### src/rtl/pp_pipeline_accel_entry_proc_bcast.sv
// rtl/pp_pipeline_accel_entry_proc_bcast.sv - scalar argument broadcaster into per-channel FIFOs
module pp_pipeline_accel_entry_proc_bcast #(
   parameter int NUM_CH = 4,
   parameter int DATA_W = 64
) (
   input  logic                     ap_clk,
   input  logic                     ap_rst,
   input  logic                     ap_start,
   output logic                     ap_ready,
   output logic                     ap_done,
   input  logic                     ap_continue,
   output logic                     ap_idle,
   input  logic [NUM_CH*DATA_W-1:0] args_in,
   output logic [NUM_CH*DATA_W-1:0] ch_din,
   input  logic [NUM_CH-1:0]        ch_full_n,
   output logic [NUM_CH-1:0]        ch_write,
   output logic [NUM_CH-1:0]        pending
);

   localparam logic [1:0] S_IDLE = 2'd0;
   localparam logic [1:0] S_XFER = 2'd1;
   localparam logic [1:0] S_DONE = 2'd2;

   logic [1:0]               state;
   logic [NUM_CH*DATA_W-1:0] arg_reg;
   logic [NUM_CH-1:0]        pend_reg;
   logic [NUM_CH-1:0]        left_after;

   // Handshake outputs: writes only in XFER, each channel gated by its own full_n
   always_comb begin
      ap_ready   = (state == S_IDLE) & ap_start;
      ap_idle    = (state == S_IDLE) & ~ap_start;
      ap_done    = (state == S_DONE);
      ch_write   = (state == S_XFER) ? (pend_reg & ch_full_n) : '0;
      left_after = pend_reg & ~ch_write;
      ch_din     = arg_reg;
      pending    = pend_reg;
   end

   // Control FSM: capture on start, retire channels as they write, hold done until continue
   always_ff @(posedge ap_clk) begin
      if (ap_rst) begin
         state    <= S_IDLE;
         arg_reg  <= '0;
         pend_reg <= '0;
      end else begin
         case (state)
            S_IDLE: begin
               if (ap_start) begin
                  arg_reg  <= args_in;
                  pend_reg <= '1;
                  state    <= S_XFER;
               end
            end
            S_XFER: begin
               pend_reg <= left_after;
               if (left_after == '0) begin
                  state <= S_DONE;
               end
            end
            S_DONE: begin
               if (ap_continue) begin
                  state <= S_IDLE;
               end
            end
            default: begin
               state    <= S_IDLE;
               pend_reg <= '0;
            end
         endcase
      end
   end

endmodule

### config.mk
export PLATFORM = sky130hd
export DESIGN_NAME = pp_pipeline_accel_entry_proc_bcast
export DESIGN_NICKNAME = d
export VERILOG_FILES = /design/src/rtl/pp_pipeline_accel_entry_proc_bcast.sv
export SDC_FILE = /design/constraint.sdc
export NUM_CORES = 1
export LEC_CHECK = 0
export BUFFER_PORTS_ARGS = -buffer_cell sky130_fd_sc_hd__buf_2
export CAP_MARGIN = 15
export CORE_AREA = 10 10 201 203
export DETAILED_ROUTE_END_ITERATION = 10
export DIE_AREA = 0 0 211 213
export PLACE_DENSITY_LB_ADDON = 0.2
export SETUP_SLACK_MARGIN = 0.1
export SLEW_MARGIN = 20
export SYNTH_ARGS = -nofsm -noshare
export SYNTH_HDL_FRONTEND = slang
export SYNTH_SLANG_ARGS = --single-unit
### constraint.sdc
create_clock -name ap_clk -period 1.6 [get_ports ap_clk]
set_input_delay 0.16 -clock ap_clk [delete_from_list [all_inputs] [get_ports ap_clk]]
set_output_delay 0.16 -clock ap_clk [all_outputs]
set_load 0.1 [all_outputs]
==> results of run 1 <==
[cells in the final DEF, fill, tap and decap left out, types with 7 or more instances in the layout]
cell | synthesis | routed
a21oi_1 | 264 | 77
clkbuf_1 | 32 | 8
buf_12 | 0 | 30
buf_6 | 24 | 22
buf_4 | 5 | 153
clkbuf_16 | 0 | 59
clkbuf_8 | 0 | 7
a21oi_2 | 0 | 187
buf_16 | 0 | 28
nand2_2 | 0 | 65
buf_2 | 24 | 382
nand2_4 | 0 | 167
dlygate4sd3_1 | 0 | 258
dfxtp_1 | 262 | 256
nand2_1 | 515 | 283
buf_8 | 2 | 10
[worst register-to-register path: stages, from the launching register on]
cell       delay [ps]
dfxtp_2           340
buf_6             110
or2_4             300
inv_16             90
buf_6             100
buf_12            100
clkbuf_16         180
clkbuf_16         200
nand2_1            80
a21oi_1           130
[per-layer routing]
layer  track usage [%]  vias up  wire length (um)
met1             20.89     5742             19670
met4             7.218        0              1987
met5                 0        -                 0
met2             32.82      499             26650
li1                  -     5488                 -
met3             6.202      122              4093
[path summary, 6_finish.rpt]
kind                             startpoint          end  slack, ps  depth (start not counted)
worst min-delay path                 ap_rst  ch_din[235]         60                          2
worst min register to register  ch_din[197]  ch_din[197]        450                          2
worst max-delay path               state[1]  ch_write[3]       -170                          5
worst max register to register     state[1]   ch_din[13]       -110                          9
[cells by family after synthesis]
family / synth area share (%)
AND/OR/NAND/NOR: 22.21
AO/OA/AOI/OAI: 14.76
flip-flops: 56.67
buffers and inverters: 6.354
[flip-flops by register name, summed over array words and instances (netlist names)]
| signal | cells |
|---|---|
| ch_din | 256 |
| pending | 4 |
| state | 2 |
[metrics by stage]
step           instance area (um2)  worst slack [ps]  hold slack [ps]  setup TNS [ps]  util, %
6_report                     20630            -172.9            56.73           -6226    56.89
5_1_grt                      20620            -242.9            56.49          -17260    56.88
4_1_cts                      17620            -179.9            43.77           -2860    48.60
3_5_place_dp                 12540             65.18            405.2               0    34.59
3_3_place_gp                 12540             97.97            400.4               0    34.59
2_1_floorplan                 9305             85.23            296.0               0        -
[repair_timing]
| action | CTS | global route |
|---|---|---|
| pin swaps | 103 | 268 |
| cloned | 21 | 37 |
| gates resized for setup | 278 | 557 |
| hold buffers | 258 | 0 |
| setup buffers | 18 | 25 |
| hold endpoints to repair | 258 | 0 |
| setup endpoints to repair | 198 | 384 |
[final cells by class]
| type | instances | area [um2] |
|---|---|---|
| fillers | 2963 | 15630 |
| diodes | 4 | 10.01 |
| flip-flops and latches | 262 | 5253 |
| well taps | 468 | 585.6 |
| clock buffers | 43 | 838.3 |
| clock inverters | 9 | 120.1 |
| inverters | 2 | 23.77 |
| repair inverters | 1 | 16.27 |
| multi-input cells | 806 | 5589 |
| repair buffers | 916 | 8192 |
[power by group through the flow]
stage,Clock (uW),Sequential [uW],Combinational [uW]
finish,6850,7830,13700
floorplan,0,12800,2130
global route,7240,7900,14100
detailed placement,0,7750,9040
global placement,0,7720,9010
CTS,6910,7690,11200
==> metrics.md, run 1 <==
| Metric | Value |
|---|---|
| Status | `finished, violations left` |
| Failing checks | `setup timing` |
| Sw frac | `44.09%` |
| CP Class | `reg2out` |
| Die Area | `44940 um2` |
| Comb pwr share | `48.2%` |
| Yosys top cell by area | `dfxtp_1` |
| Post-synth ARST share | `0%` |
| Largest net degree at the start of global routing | `46` |
| Drt first pass iters | `5` |
| Final slew viol count | `0` |
| Pwr per Cell Area | `~1400 nW/um2` |
| Tmin final | `1773 ps` |
| GR Util All Layers | `between 10% and 20%` |
| Ranking of synthesized cells by area | `dfxtp_1 (57%), nand2_1 (21%), a21oi_1 (14%), buf_6 (2.9%), buf_2 (1.3%)` |
| Total CTS buffers | `29` |
| Final total power | `28350 uW` |
| Post-DP HPWL | `roughly 29000 um` |
| Least-Margin Pin Slew | `518.7 ps` |
| Hold crit path type | `in2reg` |
| Antenna violations before repair | `3` |
| CTS tree | `done` |
| DRT iter0 DRCs | `568` |
| First-pass GRT wire length | `~67000 um` |
| Row count | `70` |
| Seq pwr share | `between 20 and 30%` |
| Crit-path slowest cell | `dfxtp_2` |
| I/O pin count | `531` |
| Post-route ant nets | `0` |
| Number of synthesized register bits | `around 260` |
| Number of port buffers | `530` |
| Most frequently used flop master after synthesis | `dfxtp_1` |
| CTS Sinks | `262` |
| Mapped Cells | `around 1200` |
| Crit share post-route | `110.8%` |
| Crit path max fanout | `4` |
| Most used cell, CP | `buf_6` |
| Top-count cell post-synth | `nand2_1` |
| WL final | `52400 um` |
| # setup viols final | `137` |
| YS warnings | `0` |
| Fraction of layout cells with a size suffix above 1 | `55.86%` |
| GPL Wtd Cong | `0.7949` |
| CP required | `1440 ps` |
| Via count | `11850` |
| CP Data Arrival Time | `1610 ps` |
| Switching Power | `12500 uW` |
| Clk_lat worst skew | `550 ps` |
| Critical path startpoint category | `register` |
| Die H | `between 200 and 250 um` |
| CORE AREA | `around 36000 um2` |
| Achievable Freq | `564.1 MHz` |
| Routed WL per cell | `20.87 um` |
| CTS root buf | `clkbuf_16` |
| Clock-pin slew on the worst setup and hold paths | `60 ps` |
| Commonest cells post-synth | `nand2_1 (515), a21oi_1 (264), dfxtp_1 (262)` |
| Cell chain of the critical path | `buf_6 > nor2b_4 > buf_6 > and3_4 > buf_12` |
| Dpl cells | `2101` |
| Syn_nets | `roughly 1400` |
| Vias per Instance | `roughly 4.7` |
| Area Growth Syn to Fin | `122.9%` |
| Clock network fraction of total power | `24.2%` |
| Static Leak | `0.009549 uW` |
| Initial Util | `25.52%` |
| Max_cap viols | `0` |
| Maximum resistive drop on vdd | `slightly above 0.0009 V` |
| RSZ-0062 raised after global routing | `yes` |
| DRC Markers | `0` |
| Die width | `211 um` |
| Yosys top cell area share | `between 50% and 60%` |
| Worst Slack Setup Final | `-172.9 ps` |
| CP bufs+invs | `3` |
| GR Overflow Total | `0` |
| Final std cells w/o fill | `2511` |
| Nets | `2282` |
| Average size of a mapped cell | `7.999 um2` |
| H-tree levels | `1` |
| EDFF count, synth | `0` |
| Clock skew | `between 10 and 15 ps` |
| Netlist cell types | `24` |
| Number of global-route vias before repair | `11400` |
| Crit path max-delay family | `buffers and inverters` |
| Final hold violation count | `0` |
| Internal cell power | `15850 uW` |
| Sequential-to-total area share from yosys stat | `56.67%` |
| Critical Path Max Stage Delay | `340 ps` |
| Worst setup EP type | `primary output` |
| Max clock buf depth | `3` |
| Cell Area, Synth | `9255 um2` |
| Rel. slew slack | `~66%` |
Note: power is estimated with default switching activity, not from simulation.
==> inputs of run 2 (changes only) <==
--- a/config.mk
+++ b/config.mk
@@ -5,11 +5,14 @@
 export SDC_FILE = /design/constraint.sdc
 export NUM_CORES = 1
 export LEC_CHECK = 0
+export ABC_AREA = 1
 export BUFFER_PORTS_ARGS = -buffer_cell sky130_fd_sc_hd__buf_2
 export CAP_MARGIN = 15
-export CORE_AREA = 10 10 201 203
+export CELL_PAD_IN_SITES_DETAIL_PLACEMENT = 0
+export CELL_PAD_IN_SITES_GLOBAL_PLACEMENT = 1
+export CORE_AREA = 10 10 198 200
 export DETAILED_ROUTE_END_ITERATION = 10
-export DIE_AREA = 0 0 211 213
+export DIE_AREA = 0 0 208 210
 export PLACE_DENSITY_LB_ADDON = 0.2
 export SETUP_SLACK_MARGIN = 0.1
 export SLEW_MARGIN = 20
==> run 2 against run 1 <==
Against the previous run:
- the run still ends with setup timing left
- critical path depth did not move
- global-route usage shrank 0.37 points
- flip-flop and latch count unchanged
- wire length down 14%
- largest power group unchanged
- register-to-register slack improved by 250 ps
- setup slack improved by 89 ps
==> metrics.md, run 2 <==
| Metric | Value |
|---|---|
| Status | `finished, violations left` |
| Failing checks | `setup timing` |
| WL final | `45080 um (-14%)` |
| YS warnings | `0 (unchanged)` |
| R2R depth | `8 (-1)` |
| Mapped Cells | `1170 (+1.1%)` |
| Critical Path Max Stage Delay | `380 ps (+40 ps)` |
| Max clock buf depth | `3 (unchanged)` |
| Tmin final | `1684 ps (-88.56 ps)` |
| Initial Util | `26.41% (+0.89 points)` |
| Netlist cell types | `19 (-21%)` |
| Via count | `10710 (-9.6%)` |
| Yosys top cell by area | `dfxtp_1` |
| RSZ-0062 raised after global routing | `yes` |
| Max_cap viols | `0 (unchanged)` |
| Critical path startpoint category | `register` |
| Number of global-route vias before repair | `10960 (-3.8%)` |
| Post-DP HPWL | `29850 um (+4.6%)` |
| CORE AREA | `35220 um2 (-2.9%)` |
| GR Overflow Total | `0 (unchanged)` |
| Nets | `2221 (-2.7%)` |
| # setup viols final | `6 (-96%)` |
| Largest net degree at the start of global routing | `72 (+57%)` |
| Number of port buffers | `530 (unchanged)` |
| Row count | `69 (-1.4%)` |
| Crit share post-route | `105.3% (-5.5 points)` |
| CTS tree | `done` |
| Least-Margin Pin Slew | `502.1 ps (-16.63 ps)` |
| Reg area | `5263 um2 (+0.19%)` |
| Pwr per Cell Area | `1504 nW/um2 (+9.5%)` |
| Crit-path slowest cell | `dfxtp_4` |
| Average size of a mapped cell | `7.952 um2 (-0.59%)` |
| CP Class | `reg2out` |
| Commonest non-fill, non-tap cell in the layout | `nor2_1` |
| Area Growth Syn to Fin | `84.56%` |
| Cell chain of the critical path | `nor2_4 > inv_4 > nor2_8 > buf_12 > buf_16` |
| Syn_nets | `1434 (+0.91%)` |
| Total CTS buffers | `31 (+6.9%)` |
| HP Start | `ap_start` |
| Hold endpoint | `pending[0]` |
| Post-layout util | `48.75% (-8.1 points)` |
| Drt first pass iters | `4 (-1)` |
| Ranking of synthesized cells by area | `dfxtp_1 (56%), nor2_1 (21%), o21ai_0 (9.0%), o21ai_1 (5.1%), buf_6 (3.1%)` |
| Antenna violations before repair | `1 (-2)` |
| CP bufs+invs | `3 (unchanged)` |
| Top-count cell post-synth | `nor2_1` |
| DRT iter0 DRCs | `613 (+7.9%)` |
| Die H | `210 um (-1.4%)` |
| GR Util All Layers | `18.47% (-0.37 points)` |
| Multi-input logic area | `3501 um2 (-37%)` |
| FILL cells | `3419 (+15%)` |
| Number of synthesized register bits | `262 (unchanged)` |
| Die width | `208 um (-1.4%)` |
| Crit path max-delay family | `flip-flops` |
| Final slew viol count | `0 (unchanged)` |
| Worst setup EP type | `primary output` |
| I/O pin count | `531 (unchanged)` |
| First-pass GRT wire length | `65630 um (-2.1%)` |
| CP required | `1440 ps (about the same)` |
| Die Area | `43680 um2 (-2.8%)` |
| H-tree levels | `1 (unchanged)` |
| Final hold violation count | `0 (unchanged)` |
| Worst r2r dst | `ch_din[189]` |
| Most frequently used flop master after synthesis | `dfxtp_1` |
| WHS Path Cells | `4 (+2)` |
| Largest register FFs | `256 (unchanged)` |
| Post-route ant nets | `0 (unchanged)` |
| Final total power | `25830 uW (-8.9%)` |
| Rel. slew slack | `66.76% (+1.1 points)` |
| CP Data Arrival Time | `1520 ps (-90 ps)` |
| Crit path max fanout | `4 (unchanged)` |
| Clk_lat worst skew | `550 ps (about the same)` |
| Post-synth ARST share | `0% (unchanged)` |
| Vias per Instance | `4.387 (-7.0%)` |
| Cell Area, Synth | `9304 um2 (+0.53%)` |
| CTS Sinks | `262 (unchanged)` |
| Commonest cells post-synth | `nor2_1 (518), dfxtp_1 (262), o21ai_0 (167)` |
| Clock-pin slew on the worst setup and hold paths | `60 ps (about the same)` |
| Worst r2r src | `state[0]` |
| Sequential-to-total area share from yosys stat | `56.37% (-0.30 points)` |
| DRC Markers | `0 (unchanged)` |
| Hold crit path type | `in2reg` |
| Fraction of layout cells with a size suffix above 1 | `33.00% (-23 points)` |
| Maximum resistive drop on vdd | `0.0009715 V (+4.2%)` |
| Reg2Reg Setup Slack | `140 ps (+250 ps)` |
| CTS root buf | `clkbuf_16` |
| Yosys top cell area share | `56.37% (-0.30 points)` |
| Achievable Freq | `593.7 MHz (+5.3%)` |
| Static Leak | `0.008213 uW (-14%)` |
| Routed WL per cell | `18.47 um (-11%)` |
| GPL Wtd Cong | `0.8076 (+1.6%)` |
| EDFF count, synth | `0 (unchanged)` |
| Worst Slack Setup Final | `-84.30 ps (+88.56 ps)` |
| Most frequent cells in the layout | `nor2_1 (505), buf_2 (276), dlygate4sd3_1 (259)` |
| Clock skew | `5.483 ps (-7.245 ps)` |
==> run 2: worst max path at each step <==
stage               cells past startpoint        from  slack, ps          end
floorplan                               2  pending[1]        -10  ch_write[1]
global placement                        7    state[0]        190     state[0]
detailed placement                      7    state[0]        170   ch_din[79]
CTS                                     5    state[1]       -130      ap_idle
global route                            4    state[1]       -150  ch_write[1]
finish                                  5    state[0]        -80     ap_ready
==> run 2: cell families after synthesis <==
| family | synth area share, % |
|---|---|
| AOI/OAI and AO/OA | 14.66 |
| DFF | 56.37 |
| buffers and inverters | 6.966 |
| and+or+nand+nor | 22.00 |
==> run 2: through the flow <==
step | cell area [um2] | setup slack (ps) | hold WS (ps) | TNS (ps) | std cells
global placement | 12470 | 190.8 | 380.4 | 0 | 2106
finish | 17170 | -84.30 | 64.51 | -370.3 | 2441
floorplan | 9359 | -14.13 | 219.4 | -14.13 | 1170
CTS | 16720 | -128.2 | 9.547 | -527.9 | 2426
global route | 17170 | -147.9 | 86.78 | -806.6 | 2441
detailed placement | 12470 | 173.9 | 387.2 | 0 | 2106
==> run 2: per-layer routing <==
| metal | GRT usage, % | vias up | wire length [um] |
|---|---|---|---|
| met5 | 0 | - | 0 |
| met4 | 6.197 | 0 | 1453 |
| met3 | 6.002 | 81 | 3682 |
| met2 | 31.51 | 428 | 21700 |
| met1 | 21.48 | 4881 | 18250 |
| li1 | - | 5319 | - |
==> run 2: layout make-up <==
type | count | area share, %
inverters | 13 | 0.4736
repair buffers | 838 | 39.55
well taps | 461 | 3.359
diodes | 1 | 0.01457
clock buffers | 49 | 5.377
multi-input cells | 811 | 20.39
clock inverters | 6 | 0.1894
flip-flops and latches | 262 | 30.65
==> run 2: power breakdown <==
part / internal [uW] / switching, uW / leakage, uW / total [uW]
clock network: 3910 / 2760 / 0.000471 / 6670
logic: 2730 / 8580 / 0.00557 / 11300
registers: 7400 / 462 / 0.00218 / 7860
==> run 2: worst min-delay path, stage by stage <==
cell and delay [ps]:
buf_2 130, a21oi_1 150, nand2_1 70, a21oi_1 50
==> run 2: timing repair <==
| action | 4_1_cts | 5_1_grt |
|---|---|---|
| setup buffers | 5 | 4 |
| gates resized for setup | 233 | 62 |
| hold endpoints to repair | 262 | 0 |
| setup endpoints to repair | 219 | 298 |
| hold buffers | 259 | 0 |
| gates cloned | 1 | 10 |
| pin swaps | 5 | 6 |
==> inputs of run 3 (changes only) <==
--- a/config.mk
+++ b/config.mk
@@ -13,6 +13,7 @@
 export CORE_AREA = 10 10 198 200
 export DETAILED_ROUTE_END_ITERATION = 10
 export DIE_AREA = 0 0 208 210
+export GPL_TIMING_DRIVEN = 0
 export PLACE_DENSITY_LB_ADDON = 0.2
 export SETUP_SLACK_MARGIN = 0.1
 export SLEW_MARGIN = 20
==> run 3 against run 2 <==
Against the previous run:
- the flow still finishes with violations (setup timing)
- critical path depth unchanged
- flip-flop and latch count unchanged
- worst hold slack worse by 19 ps
- setup slack lost 55 ps
- critical path type unchanged
- largest cell class unchanged
==> metrics.md, run 3 (same netlist as run 2, synthesis figures left out) <==
| Metric | Value |
|---|---|
| Status | `finished, violations left` |
| Failing checks | `setup timing` |
| Critical path startpoint category | `register` |
| First-pass GRT wire length | `67580 um (+3.0%)` |
| Max_cap viols | `0 (unchanged)` |
| Post-route ant nets | `0 (unchanged)` |
| Antenna violations before repair | `0 (-1)` |
| Fraction of layout cells with a size suffix above 1 | `39.58% (+6.6 points)` |
| Crit-path slowest cell | `dfxtp_4` |
| CTS tree | `done` |
| Crit share post-route | `108.7% (+3.4 points)` |
| Least-Margin Pin Slew | `612.8 ps (+110.7 ps)` |
| Crit path max fanout | `5 (+1)` |
| GR Util All Layers | `19.25% (+0.77 points)` |
| Most frequent cells in the layout | `nor2_1 (378), buf_2 (375), dlygate4sd3_1 (259)` |
| Final total power | `26320 uW (+1.9%)` |
| CP required | `1440 ps (about the same)` |
| DRC Markers | `0 (unchanged)` |
| Initial Util | `26.41% (unchanged)` |
| Die Area | `43680 um2 (unchanged)` |
| Clk_lat worst skew | `550 ps (about the same)` |
| ANT cells | `0 (-1)` |
| Final slew viol count | `0 (unchanged)` |
| Worst setup EP type | `primary output` |
| Hold crit path type | `in2reg` |
| Via count | `10830 (+1.1%)` |
| Total CTS buffers | `30 (-3.2%)` |
| Final hold violation count | `0 (unchanged)` |
| RSZ-0062 raised after global routing | `yes` |
| Commonest non-fill, non-tap cell in the layout | `nor2_1` |
| Drt first pass iters | `4 (unchanged)` |
| Clock-pin slew on the worst setup and hold paths | `60 ps (about the same)` |
| Final TNS setup | `-489.5 ps (-119.2 ps)` |
| Die width | `208 um (unchanged)` |
| Max clock buf depth | `3 (unchanged)` |
| Number of global-route vias before repair | `11220 (+2.4%)` |
| Number of port buffers | `530 (unchanged)` |
| H-tree levels | `1 (unchanged)` |
| GPL Wtd Cong | `0.8093 (+0.21%)` |
| Post-DP HPWL | `33320 um (+12%)` |
| Die H | `210 um (unchanged)` |
| Row count | `69 (unchanged)` |
| Rel. slew slack | `59.15% (-7.6 points)` |
| # setup viols final | `6 (unchanged)` |
| Area Growth Syn to Fin | `90.45%` |
| Static Leak | `0.008386 uW (+2.1%)` |
| CP Class | `reg2out` |
| GR Overflow Total | `0 (unchanged)` |
| Pwr per Cell Area | `1485 nW/um2 (-1.3%)` |
| Cell chain of the critical path | `nor2_4 > inv_4 > buf_4 > nor2_4 > buf_12` |
| Critical Path Max Stage Delay | `370 ps (about the same)` |
| Largest net degree at the start of global routing | `15 (-79%)` |
| I/O pin count | `531 (unchanged)` |
| Maximum resistive drop on vdd | `0.0009158 V (-5.7%)` |
| Worst Slack Setup Final | `-139.4 ps (-55.15 ps)` |
| CP Data Arrival Time | `1580 ps (+60 ps)` |
| Achievable Freq | `574.9 MHz (-3.2%)` |
| WL final | `45620 um (+1.2%)` |
| Nets | `2274 (+2.4%)` |
| DP Area | `12590 um2 (+0.93%)` |
| Clock skew | `6.531 ps (+1.048 ps)` |
| CORE AREA | `35220 um2 (unchanged)` |
| Reg2Reg Setup Slack | `10 ps (-130 ps)` |
| Tmin final | `1739 ps (+55.15 ps)` |
| DRT iter0 DRCs | `441 (-28%)` |
| Final non-filler cell area | `17720 um2 (+3.2%)` |
| Largest register FFs | `256 (unchanged)` |
| Routed WL per cell | `18.32 um (-0.81%)` |
| FILL cells | `3400 (-0.56%)` |
| CTS Sinks | `262 (unchanged)` |
| Most used cell, CP | `nor2_4` |
| Vias per Instance | `4.349 (-0.87%)` |
| CTS root buf | `clkbuf_16` |
==> run 3: changes by cell type in the layout (fill, tap and decap cells not counted), sizes merged <==
cell / previous run / this run
buf: 536 / 601
clkbuf: 91 / 82
clkinv: 5 / 0
bufbuf: 1 / 0
bufinv: 0 / 1
clkinvlp: 2 / 1
diode: 1 / 0
==> run 3: report_power, final <==
part           internal (uW)  switching [uW]  total [uW]
registers               7400             442        7840
clock network           4150            2730        6870
logic                   2850            8760       11600
==> run 3: final timing paths <==
kind / startpoint / to / depth (start not counted)
setup / recovery: state[0] / ap_idle / 5
hold / removal: ap_start / pending[0] / 4
setup reg to reg: state[0] / ch_din[118] / 10
hold reg to reg: ch_din[71] / ch_din[71] / 2
==> run 3: what timing repair did <==
item / in CTS / in global routing
pin swaps: 5 / 10
hold buffers: 259 / 0
gates resized for setup: 204 / 244
setup buffers: 9 / 4
setup endpoints to repair: 210 / 320
gates cloned: 0 / 6
endpoints found under the hold margin: 262 / 0
==> run 3: final cells by class <==
type                            instances  area [um2]  share of cell area [%]
Inverter                               13       67.56                  0.3813
Multi-Input combinational cell        811        3894                   21.97
Clock inverter                          1       30.03                  0.1695
Buffer                                 84       949.7                   5.359
Timing Repair Buffer                  808        5992                   33.82
Sequential cell                       262        5260                   29.69
Tap cell                              461       576.8                   3.255
Clock buffer                           50       949.7                   5.359
==> run 3: layer usage <==
metal / track usage [%] / up-vias / wire [um]
met5: 0 / - / 0
met4: 4.248 / 0 / 1001
met3: 5.988 / 43 / 3527
met2: 34.86 / 388 / 22860
met1: 21.71 / 4959 / 18220
li1: - / 5439 / -
==> run 3: stage by stage <==
stage	std cells	setup slack, ps	utilization, %	hold slack [ps]
after floorplan	1170	-14.13	-	219.4
after global placement	2161	-169.3	35.74	381.1
after detailed placement	2161	-176.5	35.74	386.9
after CTS	2480	-166.5	47.65	1.287
after global routing	2490	-191.1	50.31	66.95
final	2490	-139.4	50.31	45.13
==> run 3: critical path: cells and delay by family, from the launching register on <==
| family | cells | cell delay, ps |
|---|---|---|
| buf+inv | 3 | 390 |
| flops | 1 | 370 |
| simple gates | 2 | 270 |
